### config.mk
export PLATFORM = sky130hd
export DESIGN_NAME = mdio_master
export DESIGN_NICKNAME = d
export VERILOG_FILES = /design/src/rtl/mdio_master.sv
export SDC_FILE = /design/constraint.sdc
export NUM_CORES = 1
export LEC_CHECK = 0
export BUFFER_PORTS_ARGS = -buffer_cell sky130_fd_sc_hd__buf_2
export CORE_ASPECT_RATIO = 0.6
export CORE_MARGIN = 3
export CORE_UTILIZATION = 59
export DETAILED_ROUTE_END_ITERATION = 16
export GPL_TIMING_DRIVEN = 1
export PLACE_DENSITY = 0.9
export SKIP_LAST_GASP = 1
export SYNTH_ARGS = -nofsm -noshare
export SYNTH_HDL_FRONTEND = slang
export SYNTH_SLANG_ARGS = --single-unit
### constraint.sdc
create_clock -name clk156_i -period 4.1 [get_ports clk156_i]
set_input_delay 0.82 -clock clk156_i [delete_from_list [all_inputs] [get_ports clk156_i]]
set_output_delay 0.82 -clock clk156_i [all_outputs]
set_load 0.02 [all_outputs]
### src/rtl/mdio_master.sv
// Clause-45 MDIO station-management initiator: serialises one 64-bit management frame per command,
// generates MDC from the system clock and returns read data / write completion on a response strobe.
module mdio_master #(
  parameter int HALF_PERIOD = 50,
  parameter int PRE_BITS    = 32
) (
  input  logic        clk156_i,
  input  logic        reset_n_i,
  input  logic        cmd_valid_i,
  output logic        cmd_ready_o,
  input  logic [1:0]  cmd_op_i,
  input  logic [4:0]  cmd_prtad_i,
  input  logic [4:0]  cmd_devad_i,
  input  logic [15:0] cmd_data_i,
  output logic        rsp_valid_o,
  output logic [15:0] rsp_data_o,
  output logic        rsp_err_o,
  output logic        mdc_o,
  output logic        mdio_o,
  output logic        mdio_oe_o,
  input  logic        mdio_i
);

  localparam int              PH_W     = $clog2(HALF_PERIOD);
  localparam logic [PH_W-1:0] PH_LAST  = PH_W'(HALF_PERIOD - 1);
  localparam logic [4:0]      PRE_LAST = 5'(PRE_BITS - 1);

  typedef enum logic [2:0] {
    S_IDLE,
    S_PRE,
    S_HDR,
    S_TA,
    S_DATA,
    S_GAP
  } state_t;

  state_t          state_q, state_d;
  logic [4:0]      cnt_q, cnt_d;
  logic [PH_W-1:0] ph_q, ph_d;
  logic            half_q, half_d;
  logic [31:0]     tx_q, tx_d;
  logic            rd_q, rd_d;
  logic [14:0]     rx_q;
  logic            ta_err_q;
  logic            sync1_q, sync2_q;
  logic            mdc_d, mdio_d, oe_d, ready_d, rsp_valid_d;

  logic accept, busy, half_tick, bit_end;

  assign accept    = cmd_valid_i && cmd_ready_o;
  assign busy      = (state_q != S_IDLE);
  assign half_tick = busy && (ph_q == PH_LAST);
  assign bit_end   = half_tick && half_q;

  // NOTE: sequential state uses non-blocking assignments so every register samples pre-edge values.
  always_ff @(posedge clk156_i or negedge reset_n_i) begin
    if (!reset_n_i) begin
      state_q <= S_IDLE;
      cnt_q   <= '0;
    end else begin
      state_q <= state_d;
      cnt_q   <= cnt_d;
    end
  end

  // NOTE: defaults first so no path through this block leaves a variable unassigned (no latches).
  always_comb begin
    state_d = state_q;
    cnt_d   = cnt_q;
    case (state_q)
      S_IDLE: begin
        if (accept) begin
          state_d = S_PRE;
          cnt_d   = PRE_LAST;
        end
      end
      S_PRE, S_HDR, S_TA, S_DATA: begin
        if (bit_end) begin
          if (cnt_q != 5'd0) begin
            cnt_d = cnt_q - 5'd1;
          end else begin
            case (state_q)
              S_PRE:   begin state_d = S_HDR;  cnt_d = 5'd13; end
              S_HDR:   begin state_d = S_TA;   cnt_d = 5'd1;  end
              S_TA:    begin state_d = S_DATA; cnt_d = 5'd15; end
              default: begin state_d = S_GAP;  cnt_d = 5'd0;  end
            endcase
          end
        end
      end
      S_GAP: begin
        if (bit_end) state_d = S_IDLE;
      end
      default: state_d = S_IDLE;
    endcase
  end

  // Next values of the registered pins and the bit-level datapath, derived from the next state.
  always_comb begin
    ph_d   = (!busy || half_tick) ? '0 : ph_q + 1'b1;
    half_d = half_q;
    if (state_d == S_IDLE) half_d = 1'b0;
    else if (half_tick)    half_d = ~half_q;

    tx_d = tx_q;
    rd_d = rd_q;
    if (accept) begin
      tx_d = {2'b00, cmd_op_i, cmd_prtad_i, cmd_devad_i, 2'b10, cmd_data_i};
      rd_d = cmd_op_i[1];
    end else if (bit_end && (state_q inside {S_HDR, S_TA, S_DATA})) begin
      tx_d = {tx_q[30:0], 1'b0};
    end

    // A read releases the line from the first turnaround bit onwards.
    oe_d = (state_d inside {S_PRE, S_HDR}) ||
           ((state_d inside {S_TA, S_DATA}) && !rd_d);
    mdio_d = 1'b1;
    if (oe_d && (state_d inside {S_HDR, S_TA, S_DATA})) mdio_d = tx_d[31];
    mdc_d       = (state_d inside {S_PRE, S_HDR, S_TA, S_DATA}) ? half_d : 1'b0;
    ready_d     = (state_d == S_IDLE);
    rsp_valid_d = bit_end && (state_q == S_DATA) && (cnt_q == 5'd0);
  end

  always_ff @(posedge clk156_i or negedge reset_n_i) begin
    if (!reset_n_i) begin
      ph_q        <= '0;
      half_q      <= 1'b0;
      tx_q        <= '0;
      rd_q        <= 1'b0;
      rx_q        <= '0;
      ta_err_q    <= 1'b0;
      sync1_q     <= 1'b1;
      sync2_q     <= 1'b1;
      cmd_ready_o <= 1'b1;
      rsp_valid_o <= 1'b0;
      rsp_data_o  <= '0;
      rsp_err_o   <= 1'b0;
      mdc_o       <= 1'b0;
      mdio_o      <= 1'b1;
      mdio_oe_o   <= 1'b0;
    end else begin
      ph_q        <= ph_d;
      half_q      <= half_d;
      tx_q        <= tx_d;
      rd_q        <= rd_d;
      sync1_q     <= mdio_i;
      sync2_q     <= sync1_q;
      cmd_ready_o <= ready_d;
      mdc_o       <= mdc_d;
      mdio_o      <= mdio_d;
      mdio_oe_o   <= oe_d;
      rsp_valid_o <= rsp_valid_d;

      // Input is sampled on the last cycle of each MDC high phase.
      if (bit_end && (state_q == S_TA) && (cnt_q == 5'd0)) ta_err_q <= sync2_q;
      if (bit_end && (state_q == S_DATA)) rx_q <= {rx_q[13:0], sync2_q};

      if (rsp_valid_d) begin
        rsp_data_o <= rd_q ? {rx_q, sync2_q} : 16'h0000;
        rsp_err_o  <= rd_q ? ta_err_q : 1'b0;
      end
    end
  end

endmodule
==> flow_metrics.env <==
export IMPL_gp_congestion=0.831
export IMPL_dr_first_iter_drc_count=376
export IMPL_synthDistinctLibCells=44
export IMPL_port_buffers=53
export IMPL_cap_violations=0
export IMPL_reg2regPathDepth=7
export IMPL_final_hold_viol_count=0
export IMPL_layout_area_seq_um2=2210
export IMPL_antenna_found_initial=0
export IMPL_fp_dieW_um=111
export IMPL_worstReg2RegEnd="rsp_data_o[2]"
export IMPL_ant_nets=0
export IMPL_synth_flop_cell="dfrtp_1"
export IMPL_multiInputGateArea_um2=1610
export IMPL_cts_resized=0
export IMPL_synth_edf_count=0
export IMPL_fmax_mhz=303
export IMPL_grtUsageTotal=0.221
export IMPL_cts_path_max_buffers=2
export IMPL_grt_max_degree=89
export IMPL_hold_path_end="sync2_q"
export IMPL_final_net_count=481
export IMPL_clkLatencyLatePin_ns=0.37
export IMPL_grt_setup_unrepaired="false"
export IMPL_cp_start_kind="register"
export IMPL_synth_top_area_share=0.536
export IMPL_cts_tree="yes"
export IMPL_synthTopCellsByCount="nand2_1 (118), dfrtp_1 (84), o21ai_0 (35)"
export IMPL_ys_top_cells_by_area="dfrtp_1 (54%), nand2_1 (11%), mux2i_1 (8.2%)"
export IMPL_setup_viol=0
export IMPL_ys_seq_area_frac=0.562
export IMPL_min_delay_start="sync1_q"
export IMPL_ctsHoldBuffers=0
export IMPL_hold_depth=0
export IMPL_synth_largest_area_cell="dfrtp_1"
export IMPL_syn_num_nets=439
export IMPL_drt_total_wl_um=7880
export IMPL_ir_drop_mv=0.239
export IMPL_yosysMostFrequentCell="nand2_1"
export IMPL_start_util=0.625
export IMPL_wl_per_cell_um=14.8
export IMPL_syn_inst=402
export IMPL_dp_hpwl_um=5350
export IMPL_r2r_slack_ns=0.80
export IMPL_placed_cell_area_um2=4220
export IMPL_firstDrtPassIters=4
export IMPL_ys_seq_elements=88
export IMPL_reg2reg_from="state_q[2]"
export IMPL_syn_cell_area_um2=3930
export IMPL_grt_pass1_vias=2879
export IMPL_cp_required_ns=4.31
export IMPL_numCtsBuffers=9
export IMPL_antenna_cells=0
export IMPL_fp_dieArea_um2=7700
export IMPL_yosys_warnings=0
export IMPL_core_area_um2=6280
export IMPL_tightestPinTransition_ns=1.04
export IMPL_status="finished, final reports clean"
export IMPL_drc_errors=0
export IMPL_clock_tree_root_cell="clkbuf_8"
export IMPL_fin_util=0.704
export IMPL_criticalPathCategory="register to register"
export IMPL_io_pins=54
export IMPL_fin_skew_ns=0.00869
export IMPL_async_reset_ff_frac=1.00
export IMPL_period_share=0.805
export IMPL_tns_ns=0
export IMPL_relSlewSlack=0.307
export IMPL_grt_remaining_overflow=0
export IMPL_grt_pass1_wl_um=13600
export IMPL_fillers=437
export IMPL_clkTransAtPathRegs_ns=0.09
export IMPL_vias=2966
export IMPL_stdcell_area_um2=4420
export IMPL_num_rows=22
export IMPL_viasPerCell=5.56
export IMPL_cp_max_fo=35
export IMPL_numClockSinks=88
export IMPL_power_density_nw_per_um2=439
export IMPL_hp_class="register to register"
export IMPL_crit_arrival_ns=3.51
export IMPL_setup_worst_path_start="state_q[2]"
export IMPL_htree_levels=3
export IMPL_leakagePower_nw=2.28
export IMPL_die_h_um=69.2
export IMPL_final_max_slew_violation_count=0
export IMPL_min_period_ns=3.30
export IMPL_syn_area_per_cell_um2=9.76
export IMPL_post_cts_buffers=0
export IMPL_cp_end_kind="register"
export IMPL_finalPower_w=0.00194
export IMPL_drive_above_1_share=0.180
export IMPL_areaGrowthSynthToFinish_pct=12.6
-- flip-flops by register name (all words and copies together), names as in the netlist, 3 cells and up --
register and cells:
tx_q 32, rsp_data_o 16, rx_q 15, ph_q 6, cnt_q 5, state_q 3
-- power breakdown --
group / switching, W / internal (W)
logic: 0.000128 / 0.000112
clock network: 0.000341 / 0.000241
registers: 0.000115 / 0.00101
-- stage by stage --
| step | instances | hold slack, ns | setup slack (ns) |
|---|---|---|---|
| after floorplan | 402 | 0.345 | 1.81 |
| after global placement | 517 | 0.347 | 1.13 |
| after detailed placement | 517 | 0.348 | 0.884 |
| after CTS | 533 | 0.362 | 0.838 |
| after global routing | 533 | 0.364 | 0.452 |
| final | 533 | 0.360 | 0.798 |
-- logic make-up after synthesis --
logic type | after synthesis | synth area share
AND/OR/NAND/NOR | 159 | 0.173
XOR/XNOR | 4 | 0.00893
multiplexers | 34 | 0.0873
adder cells (fa/ha/maj) | 5 | 0.0159
AO/OA/AOI/OAI | 82 | 0.121
flip-flops | 88 | 0.562
buffers and inverters | 30 | 0.0316
-- placed cells by master, fill, tap and decap left out, drive strengths merged, types with 5 or more instances in the layout --
cell type,Yosys,final
inv,7,11
o21ai,56,56
ha,5,5
nand2,118,118
a21oi,8,8
buf,6,54
clkbuf,17,9
nand3,5,5
nor2,16,16
dfrtp,84,84
mux2i,32,32
-- final cells by class --
class / instances / share of cell area
inverters: 7 / 0.00595
clock inverters: 7 / 0.0170
repair buffers: 54 / 0.0623
well taps: 84 / 0.0238
flip-flops and latches: 88 / 0.499
clock buffers: 9 / 0.0280
multi-input cells: 284 / 0.364
-- worst max path at each step --
stage	endpoint	slack (ns)	depth (start not counted)
finish	rsp_data_o[2]	0.80	7
detailed placement	rsp_data_o[13]	0.88	7
floorplan	tx_q[24]	1.81	9
CTS	rsp_data_o[13]	0.84	7
global placement	rsp_data_o[1]	1.13	7
global route	rsp_data_o[1]	0.45	7
-- critical path, stage by stage, from the launching register on --
cell	delay, ns
dfrtp_1	0.66
nor3_1	0.16
nor2_1	0.14
ha_1	0.50
and3_1	0.62
nand2_1	0.70
nand2_1	0.24
o21ai_0	0.12
-- routing by layer --
metal | GRT usage | vias to the layer above | share of wire
met5 | 0 | - | 0
li1 | - | 1433 | -
met1 | 0.305 | 1412 | 0.46
met2 | 0.321 | 107 | 0.46
met4 | 0.0837 | 0 | 0.018
met3 | 0.0820 | 14 | 0.071
No activity file was read; power rests on OpenSTA's default activity.
